==> src/rtl/cdp1802_dma.sv <==
// Cycle-stealing RAM arbiter with a single DMA channel moving bytes between
// RAM and a ready/valid byte stream, using only cycles the CPU leaves free.
//
// state | meaning
// IDLE  | no transfer; waiting for dma_start
// RUN   | transfer active; issuing RAM reads (dir 0) or writes (dir 1)
// DRAIN | all reads issued; waiting for in-flight byte and FIFO to empty
module cdp1802_dma #(
    parameter int DEPTH = 2
) (
    input  logic        clock,
    input  logic        resetq,
    input  logic        cpu_rd,
    input  logic        cpu_wr,
    input  logic [15:0] cpu_a,
    input  logic [7:0]  cpu_d,
    output logic [7:0]  cpu_q,
    output logic        ram_rd,
    output logic        ram_wr,
    output logic [15:0] ram_a,
    output logic [7:0]  ram_d,
    input  logic [7:0]  ram_q,
    input  logic        dma_start,
    input  logic        dma_dir,
    input  logic [15:0] dma_addr,
    input  logic [15:0] dma_len,
    output logic        busy,
    output logic        done,
    output logic        out_valid,
    input  logic        out_ready,
    output logic [7:0]  out_data,
    input  logic        in_valid,
    output logic        in_ready,
    input  logic [7:0]  in_data
);
    localparam int AW = $clog2(DEPTH);
    localparam int CW = AW + 1;

    typedef enum logic [1:0] {S_IDLE, S_RUN, S_DRAIN} state_t;

    state_t        state, state_nx;
    logic [15:0]   addr, addr_nx;
    logic [15:0]   remaining, remaining_nx;
    logic          dir, dir_nx;
    logic          done_nx;
    logic          in_flight;
    logic [7:0]    fifo [DEPTH];
    logic [AW-1:0] rd_ptr, wr_ptr;
    logic [CW-1:0] count, occ;
    logic          free, dma_rd, dma_wr, pop, push;

    assign free = !cpu_rd && !cpu_wr;
    assign pop  = (count != '0) && out_ready;
    assign push = in_flight;
    // Credit the same-cycle pop so a full-rate stream keeps one read per cycle.
    assign occ  = count + CW'(in_flight) - CW'(pop);

    always_comb begin
        state_nx     = state;
        addr_nx      = addr;
        remaining_nx = remaining;
        dir_nx       = dir;
        done_nx      = 1'b0;
        dma_rd       = 1'b0;
        dma_wr       = 1'b0;
        in_ready     = 1'b0;
        case (state)
            S_IDLE: begin
                if (dma_start) begin
                    if (dma_len != 16'd0) begin
                        addr_nx      = dma_addr;
                        remaining_nx = dma_len;
                        dir_nx       = dma_dir;
                        state_nx     = S_RUN;
                    end else begin
                        done_nx = 1'b1;
                    end
                end
            end
            S_RUN: begin
                if (!dir) begin
                    if (free && remaining != 16'd0 && occ < CW'(DEPTH)) begin
                        dma_rd       = 1'b1;
                        addr_nx      = addr + 16'd1;
                        remaining_nx = remaining - 16'd1;
                        if (remaining == 16'd1) state_nx = S_DRAIN;
                    end
                end else begin
                    in_ready = free && remaining != 16'd0;
                    if (in_valid && in_ready) begin
                        dma_wr       = 1'b1;
                        addr_nx      = addr + 16'd1;
                        remaining_nx = remaining - 16'd1;
                        if (remaining == 16'd1) begin
                            state_nx = S_IDLE;
                            done_nx  = 1'b1;
                        end
                    end
                end
            end
            S_DRAIN: begin
                if (!in_flight && count == '0) begin
                    state_nx = S_IDLE;
                    done_nx  = 1'b1;
                end
            end
            default: state_nx = S_IDLE;
        endcase
    end

    // DMA strobes only fire on free cycles, so OR-ing keeps CPU accesses untouched.
    assign ram_rd    = cpu_rd | dma_rd;
    assign ram_wr    = cpu_wr | dma_wr;
    assign ram_a     = (dma_rd || dma_wr) ? addr : cpu_a;
    assign ram_d     = dma_wr ? in_data : cpu_d;
    assign cpu_q     = ram_q;
    assign busy      = (state != S_IDLE);
    assign out_valid = (count != '0);
    assign out_data  = fifo[rd_ptr];

    always_ff @(posedge clock or negedge resetq) begin
        if (!resetq) begin
            state     <= S_IDLE;
            addr      <= 16'd0;
            remaining <= 16'd0;
            dir       <= 1'b0;
            done      <= 1'b0;
            in_flight <= 1'b0;
            rd_ptr    <= '0;
            wr_ptr    <= '0;
            count     <= '0;
        end else begin
            state     <= state_nx;
            addr      <= addr_nx;
            remaining <= remaining_nx;
            dir       <= dir_nx;
            done      <= done_nx;
            in_flight <= dma_rd;
            if (push) wr_ptr <= wr_ptr + AW'(1);
            if (pop)  rd_ptr <= rd_ptr + AW'(1);
            count <= count + CW'(push) - CW'(pop);
        end
    end

    always_ff @(posedge clock) begin
        if (push) fifo[wr_ptr] <= ram_q;
    end
endmodule

==> config.mk <==
export PLATFORM = sky130hd
export DESIGN_NAME = cdp1802_dma
export DESIGN_NICKNAME = d
export VERILOG_FILES = /design/src/rtl/cdp1802_dma.sv
export SDC_FILE = /design/constraint.sdc
export NUM_CORES = 1
export LEC_CHECK = 0
export CAP_MARGIN = 20
export CORE_AREA = 2 2 93 95
export CTS_BUF_LIST = sky130_fd_sc_hd__clkbuf_8
export DETAILED_ROUTE_END_ITERATION = 6
export DIE_AREA = 0 0 95 97
export DONT_BUFFER_PORTS = 1
export GPL_TIMING_DRIVEN = 1
export PLACE_DENSITY = 0.66
export RECOVER_POWER = 50
export SLEW_MARGIN = 40
export SYNTH_ARGS = -nofsm -noshare
export SYNTH_HDL_FRONTEND = slang
export SYNTH_SLANG_ARGS = --single-unit
==> constraint.sdc <==
create_clock -name clock -period 9.5 [get_ports clock]
set_clock_uncertainty 0.15 [all_clocks]
set_input_delay 1.9 -clock clock [delete_from_list [all_inputs] [get_ports clock]]
set_output_delay 1.9 -clock clock [all_outputs]
set_load 0.005 [all_outputs]
==> impl_results.md, run 1 <==
- Die Height: approximately 97 um
- Via density: 6.23
- XOR/XNOR share of the synthesized area: under 10%
- CP top delay family: simple AND/OR/NAND/NOR gates
- DRT Pass-1 Iters: 4
- Largest net degree at the start of global routing: between 40 and 50
- Final Cell Area: ~3800 sq um
- Simple logic cell fraction of the synthesized area: between 20 and 25%
- Yosys warning count: 0
- Largest family of logic cells by synthesized area: simple AND/OR/NAND/NOR gates
- Mean routed wirelength per cell: 19.2 um
- Initial antenna violation count: 0
- Period Utilization, post-route: a little under two thirds
- Nets: between 400 and 500
- Leakage: around 0.0015 uW
- Synth Area in Compound Gates: 18.1%
- Share of cells above drive strength 1: between 10% and 20%
- Synth unique cells: 65
- Critical path data required time: about 7500 ps
- Adder-cell share of the synthesized area: roughly 2.1%
- Post-synth EDFFs: 16
- DP HPWL: between 6 and 7 mm
- Area Overhead vs Synth: 5.96%
- Max-Cap Viols: 0
- Mean Syn Cell Area: approximately 9.1 sq um
- Die area: 9220 sq um
- CP max FO: 40
- Synth async-reset ratio: between 70 and 80%
- CP cell instances: and2_0 > ha_1 > inv_1 > ha_1 > xor3_1 > a2111o_1 > or2_1 > buf_4 > nand2_1 > nand2_1
- Via Count: around 3000
- Num CTS Buffers: 9
- VDD IR-drop max: ~80 uV
- Pwr Density: between 200 and 250 nW/um^2
- Setup ws final: 3440 ps
- Root Buffer: clkbuf_8
- Crit start category: primary input
- Cell Area, Placed: 3600 sq um
- FF+latch count, synth: 57
- Inst Count DP: between 400 and 500
- Unrepaired setup endpoints after global routing: no
- CP max stage delay: ~480 ps
- Remaining Overflow, GRT: 0
- Row count: 33
- Ports: roughly 130
- CP Capture Type: primary output
- Post-route insts no fill: between 400 and 500
- Post-cts sizing count: 0
- Clock latency on the worst-skew pair: about 340 ps
- Sequential area share after synthesis: 42.0%
- Internal power: 551 uW
- Setup TNS: 0 ps
- Final Hold Viols: 0
- Highest-delay cell along the critical path: a2111o_1
- Min-delay worst type: flip-flop to flip-flop
- CTS tree: yes
- Final setup vio count: 0
- Sw frac: roughly 38%
- Place WS: roughly 3500 ps
- Filler cell count: between 700 and 800
- Vias in the first global route: between 2000 and 3000
- First DRT Iteration DRCs: between 150 and 200
- Fmax: about 170 MHz
- First-pass GRT wire length: 14.8 mm
- Post-Syn Nets: 479
- Slew headroom: 50.1%
- Worst slew pin tran: 744 ps
- # DRC: 0
- Pins Over Slew Limit: 0
- Outcome: finished, final reports clean
- Cell Area, Synth: ~3600 sq um
- DRT Wirelength: between 9 and 10 mm
- Switch Pwr: 331 uW
- Logic pwr share: ~28%
- Sequential Power Share: between 40% and 50%
- Final hold slack: ~320 ps
- Post-CTS setup buffer count: 0
- # H-tree levels: 3
- Post-Synthesis Cells: a little under 400
- Port bufs: 0
- Arrival @ worst endpoint: between 4000 and 5000 ps
- Hold_buf cts: 0
- ANT cells: 0
- Tmin final: 6060 ps
- Core area: just over 8000 sq um
- Initial Util: approximately 44%
- Routability Congestion: around 0.8
- Die width: around 95 um
- CP Class: primary input to primary output
- Total track usage: 20.6%
- CP Buf/Inv Count: 2
- Mux cell area share after synthesis: 6.17%
- Max clock buf depth: 2
- Sink Count: 57
- Clk slew on worst S/H paths: ~80 ps
- Main synth FF type: dfrtp_1
- Clk network pwr share: a little over a quarter
- Post-route antenna net violation count: 0
-- power by group through the flow --
stage | clock network [uW] | logic [uW] | registers, uW
after floorplan | 0 | 215 | 376
after global placement | 0 | 237 | 404
after detailed placement | 0 | 243 | 408
after CTS | 238 | 244 | 403
after global routing | 250 | 275 | 418
final | 235 | 242 | 405
-- synthesized netlist by cell type, types with 3 or more instances --
master / number / area share [%]
nand2_1: 66 / 6.9
dfrtp_1: 41 / 29
nor2_1: 22 / 2.3
o21ai_0: 18 / 2.5
a21oi_1: 17 / 2.4
nor3_1: 17 / 2.4
edfxtp_1: 16 / 13
nand3_1: 14 / 2.0
nor4_1: 12 / 2.1
clkbuf_1: 11 / 1.2
o211ai_1: 10 / 2.1
buf_4: 9 / 1.9
mux2_2: 9 / 2.8
inv_1: 8 / 0.84
mux2_1: 8 / 2.5
nand4_1: 8 / 1.4
and2_1: 6 / 1.0
buf_2: 6 / 0.84
ha_1: 6 / 2.1
or2_2: 6 / 1.0
and3_1: 5 / 0.87
nor2b_1: 5 / 0.87
a211oi_1: 4 / 0.84
a32o_1: 4 / 1.1
o22a_1: 4 / 0.98
o32a_1: 4 / 1.1
mux2i_1: 3 / 0.84
nand2b_1: 3 / 0.52
o22ai_1: 3 / 0.52
o31ai_1: 3 / 0.63
-- cell usage in the layout (no fill, tap or decap), drive strengths merged, types with 3 or more instances in the layout --
| master | instances |
|---|---|
| o22ai | 3 |
| nor4 | 13 |
| mux2 | 17 |
| a21oi | 17 |
| nand4 | 8 |
| dfrtp | 41 |
| buf | 5 |
| o21ai | 19 |
| o311ai | 4 |
| mux2i | 3 |
| o32a | 4 |
| inv | 9 |
| nand3 | 14 |
| nor3 | 17 |
| or4 | 3 |
| o31ai | 3 |
| ha | 6 |
| clkbuf | 9 |
| a211oi | 4 |
| o211ai | 10 |
| or2 | 7 |
| o22a | 4 |
| a32o | 4 |
| clkinv | 4 |
| nor2 | 23 |
| and3 | 5 |
| nand2 | 67 |
| edfxtp | 16 |
| and2 | 6 |
| nand2b | 3 |
| nor2b | 5 |
-- final timing paths --
kind	slack, ps	cells past startpoint	end	from
hold reg to reg	320	1	in_flight$_DFF_PN0_	dir$_DFFE_PN0P_
min in group asynchronous	1100	0	addr[15]$_DFFE_PN0P_	resetq
setup reg to reg	5940	12	remaining[1]$_DFFE_PN0P_	count[1]$_DFF_PN0_
max in group asynchronous	8000	0	state[0]$_DFFE_PN0P_	resetq
setup / recovery	3440	10	ram_a[3]	out_ready
hold / removal	320	1	in_flight$_DFF_PN0_	dir$_DFFE_PN0P_
-- cell families (layout without fill, tap and decap cells) --
kind of cell | after synthesis | in the layout
compound gates | 90 | 90
buf+inv | 39 | 30
fa+ha+maj | 6 | 6
xor+xnor | 3 | 3
mux | 20 | 20
flops | 57 | 57
simple gates | 178 | 178
-- layout make-up --
cell class                 instances  area, sq um  share of cell area, %
clock inverter                     7         80.1                   2.11
sequential                        57         1510                   39.6
timing repair buffer               5         37.5                  0.987
tap                              105          131                   3.45
clock buffer                       9          124                   3.26
inverter                           9         33.8                  0.888
multi-input combinational        297         1890                   49.7
-- metrics by stage --
| stage | power [uW] | util, % |
|---|---|---|
| after floorplan | 591 | - |
| after global placement | 640 | 44.1 |
| after detailed placement | 651 | 44.2 |
| after CTS | 885 | 46.7 |
| after global routing | 943 | 46.8 |
| final | 882 | 46.8 |
-- per-layer routing --
layer  share of wire [%]  up-vias  wire [um]  GRT usage (%)
li1                    -     1432          -              -
met1                  41     1475       3880           26.5
met2                  48      126       4530           32.2
met3                 8.8       15        828           6.70
met4                 1.7        0        157           7.80
met5                   0        -          0              0
-- sequential cells by signal, summed over array words and instances, names as in the netlist --
signal     count
addr          16
rd_ptr         1
dir            1
wr_ptr         1
fifo          16
in_flight      1
count          2
remaining     16
done           1
state          2
(Power assumes the default switching activity.)
==> run 2: changes to the inputs <==
--- a/config.mk
+++ b/config.mk
@@ -12,7 +12,7 @@
 export DIE_AREA = 0 0 95 97
 export DONT_BUFFER_PORTS = 1
 export GPL_TIMING_DRIVEN = 1
-export PLACE_DENSITY = 0.66
+export PLACE_DENSITY = 0.69
 export RECOVER_POWER = 50
 export SLEW_MARGIN = 40
 export SYNTH_ARGS = -nofsm -noshare
==> constraint.sdc (replaced) <==
create_clock -name clock -period 5.2 [get_ports clock]
set_clock_uncertainty 0.15 [all_clocks]
set_input_delay 1.04 -clock clock [delete_from_list [all_inputs] [get_ports clock]]
set_output_delay 1.04 -clock clock [all_outputs]
set_load 0.005 [all_outputs]
==> run 2 against run 1 <==
  * Die area is the same
  * Clock-buffer cell count unchanged
  * Clock power grew 94%
  * Critical endpoint is now ram_a[7]
  * Largest power group unchanged
  * Cell count up 0.61%
  * Worst hold slack got worse by 70 ps
  * Sequential cell count is the same
==> impl_results.md, run 2 (synthesized netlist as in run 1, its figures left out) <==
- VDD IR-drop max: 156 uV (was 78.9 uV)
- Commonest cells after routing, fill and taps aside: nand2_1, dfrtp_1, nor2_1, o21ai_0 (unchanged)
- Pins Over Slew Limit: 0 (unchanged)
- First DRT Iteration DRCs: 147 (was 166)
- Post-route insts no fill: 492 (was 489)
- Outcome: finished, final reports clean (unchanged)
- Tmin final: 4410 ps
- Mean routed wirelength per cell: 19.3 um (was 19.2 um)
- Total track usage: 21.1% (was 20.6%)
- Core area: 8130 sq um (unchanged)
- Final setup vio count: 0 (unchanged)
- Initial Util: 44.1% (unchanged)
- CP Class: flip-flop to primary output (was primary input to primary output)
- DRT Pass-1 Iters: 4 (unchanged)
- Row count: 33 (unchanged)
- Period Utilization, post-route: a little over four fifths
- Worst slew pin tran: 781 ps (was 744 ps)
- Nets: 468 (was 465)
- CP Capture Type: primary output (unchanged)
- DRT Wirelength: 9.50 mm (was 9.39 mm)
- Sink Count: 57 (unchanged)
- Pwr Density: 428 nW/um^2 (was 232 nW/um^2)
- Num CTS Buffers: 9 (unchanged)
- Fmax: about 230 MHz
- First-pass GRT wire length: 15.1 mm (was 14.8 mm)
- Setup TNS: 0 ps (unchanged)
- Largest net degree at the start of global routing: 42 (unchanged)
- Clk slew on worst S/H paths: 70 ps (was 80 ps)
- Die area: 9220 sq um (unchanged)
- Root Buffer: clkbuf_8 (unchanged)
- Arrival @ worst endpoint: 3220 ps (was 4010 ps)
- Post-cts sizing count: 0 (unchanged)
- Port bufs: 0 (unchanged)
- Vias in the first global route: 2998 (was 2893)
- Initial antenna violation count: 0 (unchanged)
- Clock latency on the worst-skew pair: 330 ps (was 340 ps)
- Top Registers: addr (16), fifo (16), remaining (16) (unchanged)
- Ports: 126 (unchanged)
- Min-delay worst type: primary input to async pin (was flip-flop to flip-flop)
- Unrepaired setup endpoints after global routing: no (unchanged)
- Via density: 6.26 (was 6.23)
- Via Count: 3079 (was 3048)
- Routability Congestion: 0.842 (was 0.820)
- Area Overhead vs Synth: 7.01% (was 5.96%)
- Remaining Overflow, GRT: 0 (unchanged)
- Commonest non-fill, non-tap cell in the layout: nand2_1 (unchanged)
- Crit start category: flip-flop (was primary input)
- Inst Count DP: 476 (was 473)
- CTS tree: yes (unchanged)
- Die Height: 97 um (unchanged)
- ANT cells: 0 (unchanged)
- Filler cell count: 783 (was 788)
- Share of cells above drive strength 1: 13.2% (was 12.8%)
- DP HPWL: 6.91 mm (was 6.58 mm)
- Slew headroom: 47.6% (was 50.1%)
- Post-CTS setup buffer count: 0 (unchanged)
- Post-route antenna net violation count: 0 (unchanged)
- CP max FO: 23 (was 40)
- Final hold slack: 250 ps (was 320 ps)
- Critical path data required time: 4010 ps (was 7450 ps)
- Max clock buf depth: 2 (unchanged)
- Max-Cap Viols: 0 (unchanged)
- Hold_buf cts: 0 (unchanged)
- # H-tree levels: 3 (unchanged)
- Die width: 95 um (unchanged)
- # DRC: 0 (unchanged)
- Final Hold Viols: 0 (unchanged)
- Leakage: 0.00148 uW (was 0.00145 uW)
run 2: final cells by class:
cell class	count	area, sq um	share of cell area [%]
Timing Repair Buffer	8	60.1	1.56
Multi-Input combinational cell	297	1890	49.2
Sequential cell	57	1510	39.2
Clock inverter	7	96.3	2.51
Clock buffer	9	124	3.22
Tap cell	105	131	3.42
Inverter	9	33.8	0.879
run 2: path summary, 6_finish.rpt:
kind,start,to,slack [ps],cells past startpoint
max,count[1]$_DFF_PN0_,ram_a[7],790,10
min in group clock,wr_ptr$_DFFE_PN0P_,wr_ptr$_DFFE_PN0P_,330,1
min reg2reg,wr_ptr$_DFFE_PN0P_,wr_ptr$_DFFE_PN0P_,330,1
max reg2reg,count[1]$_DFF_PN0_,remaining[8]$_DFFE_PN0P_,1580,11
max in group asynchronous,resetq,state[0]$_DFFE_PN0P_,4550,0
min,resetq,addr[9]$_DFFE_PN0P_,250,0
run 2: report_power, final:
part,internal (uW),total (uW),switching (uW)
Sequential,582,741,159
Clock,269,457,188
Combinational,204,447,243
Total,1050,1640,590
run 2: critical path, cell delays in order, from the launching register on:
cell      delay, ps
dfrtp_1         380
or2_2           340
and2_0          220
ha_1            280
inv_1            60
ha_1            140
xor3_1          290
a2111o_1        480
or2_2           490
nand2_1         140
nand2_1          80
run 2: per-stage QoR:
step | setup slack (ps) | util, % | power, uW | area [sq um]
after floorplan | 906 | - | 1080 | 3590
after global placement | 829 | 44.4 | 1170 | 3610
after detailed placement | 754 | 44.5 | 1190 | 3620
after CTS | 671 | 47.2 | 1650 | 3840
after global routing | 577 | 47.2 | 1750 | 3840
final | 790 | 47.2 | 1640 | 3840
run 2: per-layer routing:
metal / vias to the layer above / global-route usage (%) / part of all wire [%]
met4: 0 / 6.24 / 1.2
met5: - / 0 / 0
met1: 1484 / 25.3 / 39
li1: 1438 / - / -
met3: 10 / 7.09 / 9.7
met2: 147 / 35.6 / 50
==> run 3: changes to the inputs <==
==> constraint.sdc (replaced) <==
create_clock -name clock -period 3.7 [get_ports clock]
set_clock_uncertainty 0.15 [all_clocks]
set_input_delay 0.74 -clock clock [delete_from_list [all_inputs] [get_ports clock]]
set_output_delay 0.74 -clock clock [all_outputs]
set_load 0.005 [all_outputs]
==> run 3 against run 2 <==
  * The run now ends with capacitance limit, slew limit, setup timing left
  * First-iteration DRC count increased by 12%
  * Critical path depth increased by 1
  * Cell count increased by 3.9%
  * Clock power rose by 13%
  * Critical endpoint is now ram_a[3]
  * Largest cell class unchanged
==> impl_results.md, run 3 (synthesized netlist as in run 1, its figures left out) <==
- Post-route antenna net violation count: 0 (unchanged)
- Vias in the first global route: 3139 (was 2998)
- Row count: 33 (unchanged)
- Pwr Density: 577 nW/um^2 (was 428 nW/um^2)
- Nets: 487 (was 468)
- Leakage: 0.00162 uW (was 0.00148 uW)
- Outcome: complete, but fails checks (was finished, final reports clean)
- Period Utilization, post-route: 102%
- Fmax: 266 MHz
- Area Overhead vs Synth: 16.6% (was 7.01%)
- Clock latency on the worst-skew pair: 350 ps (was 330 ps)
- Core area: 8130 sq um (unchanged)
- Post-route insts no fill: 511 (was 492)
- Setup TNS: -340 ps (was 0 ps)
- Cell Area, Placed: 3650 sq um (was 3620 sq um)
- Die width: 95 um (unchanged)
- CP max stage delay: 410 ps (was 490 ps)
- CP Class: flip-flop to primary output (unchanged)
- Via Count: 3289 (was 3079)
- ANT cells: 0 (unchanged)
- # H-tree levels: 3 (unchanged)
- First-pass GRT wire length: 16.3 mm (was 15.1 mm)
- CP max FO: 5 (was 23)
- Worst slew pin tran: 2360 ps (was 781 ps)
- Critical path data required time: 2810 ps (was 4010 ps)
- Root Buffer: clkbuf_8 (unchanged)
- Crit start category: flip-flop (unchanged)
- Pins Over Slew Limit: 42 (was 0)
- Violated checks: capacitance limit, slew limit, setup timing
- Total track usage: 23.0% (was 21.1%)
- Largest net degree at the start of global routing: 42 (unchanged)
- Die Height: 97 um (unchanged)
- Min-delay worst type: flip-flop to flip-flop (was primary input to async pin)
- CP top delay family: simple AND/OR/NAND/NOR gates (unchanged)
- Setup ws final: -61.2 ps (was 790 ps)
- VDD IR-drop max: 218 uV (was 156 uV)
- CP cell instances: or2_4 > and2_4 > ha_4 > inv_2 > ha_4 > xor3_1 > a2111o_1 > or2_4 > clkbuf_16 > nand2_2 > nand2_2 (was or2_2 > and2_0 > ha_1 > inv_1 > ha_1 > xor3_1 > a2111o_1 > or2_2 > nand2_1 > nand2_1)
- Initial antenna violation count: 0 (unchanged)
- DP HPWL: 6.92 mm (was 6.91 mm)
- Max-Cap Viols: 1 (was 0)
- Port bufs: 0 (unchanged)
- First DRT Iteration DRCs: 164 (was 147)
- Share of cells above drive strength 1: 25.1% (was 13.2%)
- # DRC: 0 (unchanged)
- Commonest cells after routing, fill and taps aside: dfrtp_1, nand2_1, nand2_2, nor2_1, o21ai_0 (was nand2_1, dfrtp_1, nor2_1, o21ai_0)
- DRT Pass-1 Iters: 4 (unchanged)
- Mean routed wirelength per cell: 21.0 um (was 19.3 um)
- Remaining Overflow, GRT: 0 (unchanged)
- Final Hold Viols: 0 (unchanged)
- Commonest non-fill, non-tap cell in the layout: dfrtp_1 (was nand2_1)
- Tmin final: ~3800 ps
- CP Buf/Inv Count: 2 (was 1)
- Via density: 6.44 (was 6.26)
- Num CTS Buffers: 9 (unchanged)
- Highest-delay cell along the critical path: a2111o_1 (was or2_2)
- Sink Count: 57 (unchanged)
- Routability Congestion: 0.853 (was 0.842)
- Final Cell Area: 4190 sq um (was 3840 sq um)
- Max clock buf depth: 2 (unchanged)
- Top Registers: addr (16), fifo (16), remaining (16) (unchanged)
- Inst Count DP: 476 (unchanged)
- Unrepaired setup endpoints after global routing: yes (was no)
- Final hold slack: 326 ps (was 250 ps)
- Ports: 126 (unchanged)
- CTS tree: yes (unchanged)
- Final setup vio count: 15 (was 0)
- Initial Util: 44.1% (unchanged)
- Clk slew on worst S/H paths: 70 ps (about the same)
- Die area: 9220 sq um (unchanged)
- DRT Wirelength: 10.7 mm (was 9.50 mm)
- Arrival @ worst endpoint: 2870 ps (was 3220 ps)
- CP Capture Type: primary output (unchanged)
- Slew headroom: -57.5% (was 47.6%)
run 3: stage by stage:
stage	utilization, %	total power (uW)	setup slack [ps]
6_report	51.5	2420	-61.2
4_1_cts	50.0	2370	-39.9
3_3_place_gp	44.7	1670	167
3_5_place_dp	44.8	1700	137
2_1_floorplan	-	1520	5.85
5_1_grt	51.5	2580	-152
run 3: metal layers:
metal  wire length, um  global-route usage (%)  vias up
met5                 0                       0        -
met1              4340                    29.9     1592
met2              5260                    36.0      200
met4               167                    10.5        0
met3               974                    5.61       19
li1                  -                       -     1478
run 3: worst paths after layout:
| check | from | end | slack, ps | cells past startpoint |
|---|---|---|---|---|
| min | dir$_DFFE_PN0P_ | in_flight$_DFF_PN0_ | 330 | 1 |
| max reg2reg | remaining[0]$_DFFE_PN0P_ | remaining[15]$_DFFE_PN0P_ | 260 | 12 |
| min in group asynchronous | resetq | remaining[4]$_DFFE_PN0P_ | 960 | 1 |
| max | count[1]$_DFF_PN0_ | ram_a[3] | -60 | 11 |
| max in group asynchronous | resetq | state[0]$_DFFE_PN0P_ | 1090 | 1 |
| min reg2reg | dir$_DFFE_PN0P_ | in_flight$_DFF_PN0_ | 330 | 1 |
run 3: report_power, final:
part	internal (uW)	switching, uW
clock	241	276
sequential	817	232
combinational	429	423
total	1490	930
run 3: worst register-to-register path, stage by stage, from the launching register on:
cell and delay, ps:
dfrtp_1 460, inv_1 150, ha_1 150, or3b_2 500
nor4_4 380, buf_4 190, nor2_4 40, buf_6 120
buf_16 130, buf_4 170, nor2_2 490, buf_4 290
o21ai_0 110
run 3: cell type report:
class / count / area (sq um)
clock inverter: 7 / 46.3
multi-input combinational: 297 / 2020
inverter: 9 / 33.8
timing repair buffer: 27 / 323
sequential: 57 / 1510
clock buffer: 9 / 124
tap: 105 / 131
fill: 751 / 3950
run 3: timing repair:
item / CTS / global route
setup buffers: 10 / 4
endpoints found under the hold margin: 41 / 0
endpoints found under the setup margin: 16 / 25
hold buffers: 1 / 0
pin swaps: 2 / 5
gates cloned: 3 / 2
resized for setup: 18 / 28
==> variant 1, RTL diff (settings of run 1) <==
Reset style: synchronous (`resetq`), changed in one clocked block.
--- a/src/rtl/cdp1802_dma.sv
+++ b/src/rtl/cdp1802_dma.sv
@@ -119,5 +119,5 @@
     assign out_data  = fifo[rd_ptr];
 
-    always_ff @(posedge clock or negedge resetq) begin
+    always_ff @(posedge clock) begin
         if (!resetq) begin
             state     <= S_IDLE;
Formal check against the unedited RTL: differs if resetq is asserted again (counterexample within 4 cycles, from zero or initial values and one cycle with resetq low); with resetq held inactive, the same outputs for 4 cycles.
==> variant 1 against run 1 <==
- synthesized area is 5.0% higher
- sequential share of layout area is 5.9 points lower
- cell count is 1.4% higher
- synthesized cell count is 6.1% higher
- total power is 7.4% lower
- hold slack better by 57 ps
- highest routed layer unchanged
- sequential cell count is 1 higher
- core utilization is 1.3 points higher
- wire length is 11% higher
- final area is 2.8% higher
- critical endpoint is now ram_a[7]
- worst setup slack better by 130 ps
==> variant 1: results (changes against run 1) <==
outcome: finished clean
main combinational cell family by area after synthesis: compound AO/OA/AOI/OAI gates
Seq/Total Area, Yosys: 0.351 (-0.0691)
Synth Area in Compound Gates: 0.228 (+0.0472)
CTS resizes: 0 (unchanged)
HP Start: rd_ptr
Pint: 0.000529 W (-4.0%)
Reg-to-Reg Start: state[0]
Worst Tran Pin Value: 1230 ps (+484 ps)
vias: 3365 (+10%)
asr flop ratio synth: 0 (-0.719)
vias per inst: 6.78 (+8.8%)
pre-CTS WS: 3550 ps (+83.5 ps)
drt pass-1 iters: 5 (+1)
crit path max fanout: 16 (-60%)
Cells after DPL: 480 (+1.5%)
most frequent cells after synthesis: dfxtp_1 (42), nand2_1 (34), mux2_2 (32), nor2_1 (27), clkbuf_1 (25)
fraction of the mapped netlist area in adder cells: 0.0199 (-0.000993)
Leak: 1.36 nW (-6.3%)
Layout fillers: 776 (-1.5%)
vias in the first global route: 3195 (+10%)
clock latency at the later pin of the worst-skew pair: 350 ps
nets: 472 (+1.5%)
Synth Area in XOR/XNOR: 0.0246 (+0.0131)
Mapped Cells: 417 (+6.1%)
Fin Hold WS: 378 ps (+57.1 ps)
peak supply drop: 0.112 mV (+42%)
R2R Path End: remaining[10]
Post-Syn Nets: 503 (+5.0%)
hpwl dp: 7.07 mm (+7.4%)
Clk. pwr: 0.000265 W (+13%)
mux share of post-synthesis cell area: 0.101 (+0.0392)
power share of the combinational group: 0.285 (+0.010)
routed length per placed instance: 21.0 um (+9.3%)
pin count of the biggest net entering global routing: 49 (+17%)
hold path depth: 2 (+1)
layout cell share with drive strength beyond 1: 0.176 (+0.0489)
delay-heaviest family, CP: multiplexers
Placement Cell Area: 3690 um2 (+2.7%)
RePlAce Congestion: 0.847 (+3.3%)
Clk pwr share: 0.324 (+0.058)
data arrival time of the worst path: 3880 ps (-130 ps)
R2R setup slack: 5910 ps (-30 ps)
CP peak stage delay: 400 ps (-80 ps)
CP max-delay cell: mux2_2
R2R depth: 5 (-7)
number of DRC markers in iteration 0: 298 (+80%)
total track usage: 0.226 (+0.0196)
hold path endpoint: rd_ptr
variant 1: routing by layer:
metal	wire [um]	vias up	global-route usage	share of wire
li1	-	1527	-	-
met4	124	0	0.0569	0.012
met2	4980	189	0.355	0.48
met1	4230	1636	0.295	0.41
met5	0	-	0	0
met3	1070	13	0.0810	0.10
variant 1: final cells by class:
type / instances / area (um2) / share of cell area
Timing Repair Buffer: 3 / 18.8 / 0.00480
Multi-Input combinational cell: 305 / 2180 / 0.558
Inverter: 9 / 33.8 / 0.00864
Clock buffer: 9 / 124 / 0.0317
Tap cell: 105 / 131 / 0.0336
Clock inverter: 7 / 101 / 0.0259
Sequential cell: 58 / 1320 / 0.338
variant 1: worst max-delay path by stage:
stage / depth (start not counted) / slack (ps) / to
floorplan: 10 / 3770 / ram_a[10]
global route: 9 / 3390 / ram_a[7]
finish: 9 / 3570 / ram_a[7]
CTS: 9 / 3550 / ram_a[7]
detailed placement: 9 / 3550 / ram_a[7]
global placement: 9 / 3640 / ram_a[1]
==> variant 2, RTL diff (config.mk and constraints of run 1) <==
Made on the original files. Set the parameter `DEPTH` to 4 (it was 2).
--- a/src/rtl/cdp1802_dma.sv
+++ b/src/rtl/cdp1802_dma.sv
@@ -7,5 +7,5 @@
 // DRAIN | all reads issued; waiting for in-flight byte and FIFO to empty
 module cdp1802_dma #(
-    parameter int DEPTH = 2
+    parameter int DEPTH = 4
 ) (
     input  logic        clock,
Check against the original RTL: not equivalent (Yosys sat finds a counterexample within 4 cycles, from zero or initial values and one cycle with resetq low).
==> variant 2 against run 1 <==
- combinational power is 62% higher
- first-iteration DRC count is 17% higher
- register-to-register slack worse by 530 ps
- hold slack better by 66 ps
- via count is 7.3% higher
- wire length is 10% higher
- die area stayed put
- sequential cell count is 19 higher
- final area is 20% higher
- synthesized area is 20% higher
- total power is 39% higher
- non-clock buffer count stayed put
- worst setup slack worse by 310 ps
- clock power is 25% higher
- largest cell class is now flip-flops and latches
==> variant 2: results (changes against run 1) <==
most frequent cells after synthesis: nand2_1 (71), dfrtp_1 (44), edfxtp_1 (32), a21oi_1 (25), nor2_1 (21)
global-route wire length before repair: 16.4 mm (+11%)
Largest regs: fifo (32), addr (16), remaining (16)
pre-CTS WS: 3120 ps (-342 ps)
Netlist cell types: 57 (-12%)
vias: 3270 (+7.3%)
number of DRC markers in iteration 0: 195 (+17%)
CP max-delay cell: or4_1
asr flop ratio synth: 0.579 (-0.140)
Worst Tran Pin Value: 675 ps (-69.4 ps)
drt pass-1 iters: 5 (+1)
sequential power share: 0.441 (-0.018)
NetSw: 0.000453 W (+37%)
nets: 499 (+7.3%)
syn_area_per_cell: 10.0 um2 (+9.6%)
total track usage: 0.232 (+0.0252)
Leak: 1.76 nW (+21%)
Total Wirelength: 10.3 mm (+10%)
CP peak stage delay: 420 ps (-60 ps)
vias per inst: 6.31 (+1.3%)
crit path max fanout: 28 (-30%)
outcome: finished clean
Power Density: 270 nW/um2 (+17%)
Yosys Warn Count: 0 (unchanged)
peak supply drop: 0.111 mV (+40%)
number of synthesized flops with an enable pin: 32 (+16)
RePlAce Congestion: 0.900 (+9.7%)
Seq/Total Area, Yosys: 0.479 (+0.0591)
top cells by area, synth: dfrtp_1 (26%), edfxtp_1 (22%), nand2_1 (6.2%), mux4_2 (4.2%), a21oi_1 (2.9%)
Post-Syn Nets: 521 (+8.8%)
power share of the combinational group: 0.320 (+0.045)
pin count of the biggest net entering global routing: 45 (+7.1%)
data arrival time of the worst path: 4320 ps (+310 ps)
hpwl dp: 7.21 mm (+9.6%)
delay-heaviest family, CP: adder cells
Placement Cell Area: 4310 um2 (+20%)
vias in the first global route: 3159 (+9.2%)
layout cell share with drive strength beyond 1: 0.119 (-0.00896)
[variant 2: layer usage]
metal  global-route usage  up-vias  wire length, um
met5                    0        -                0
met3               0.0483       15              687
met2                0.368      129             5100
met4               0.0814        0              180
met1                0.314     1573             4360
li1                     -     1553                -
[variant 2: worst reg2reg max path: stages (launching register included)]
cell     delay [ps]
dfrtp_1         410
or3_1           410
and2_1          220
ha_1            280
inv_1            30
ha_1            170
fa_1            370
xnor3_1         240
o21a_1          260
or4_1           420
buf_4           240
or4_1           500
a32o_1          260
[variant 2: worst paths after layout]
| check | startpoint | end | slack [ps] | cells past startpoint |
|---|---|---|---|---|
| max in group asynchronous | resetq | count[0] | 8000 | 0 |
| min in group asynchronous | resetq | state[1] | 1090 | 0 |
| hold reg to reg | wr_ptr[0] | wr_ptr[0] | 390 | 1 |
| setup reg to reg | count[1] | remaining[12] | 5410 | 12 |
| hold / removal | wr_ptr[0] | wr_ptr[0] | 390 | 1 |
| setup / recovery | out_ready | ram_a[10] | 3130 | 10 |
[variant 2: cell type report]
| type | instances | area, um2 |
|---|---|---|
| fillers | 697 | 3590 |
| multi-input cells | 304 | 2030 |
| clock inverters | 7 | 116 |
| inverters | 12 | 45.0 |
| repair buffers | 5 | 37.5 |
| well taps | 105 | 131 |
| clock buffers | 9 | 124 |
| flip-flops and latches | 76 | 2060 |
[variant 2: logic make-up after synthesis]
| group | Yosys count | share of synthesized area |
|---|---|---|
| muxes | 19 | 0.0697 |
| xor gates and xnor gates | 4 | 0.0113 |
| buffers and inverters | 50 | 0.0535 |
| and+or+nand+nor | 168 | 0.193 |
| AOI/OAI and AO/OA | 102 | 0.160 |
| DFF | 76 | 0.479 |
| adders and majority gates | 11 | 0.0337 |
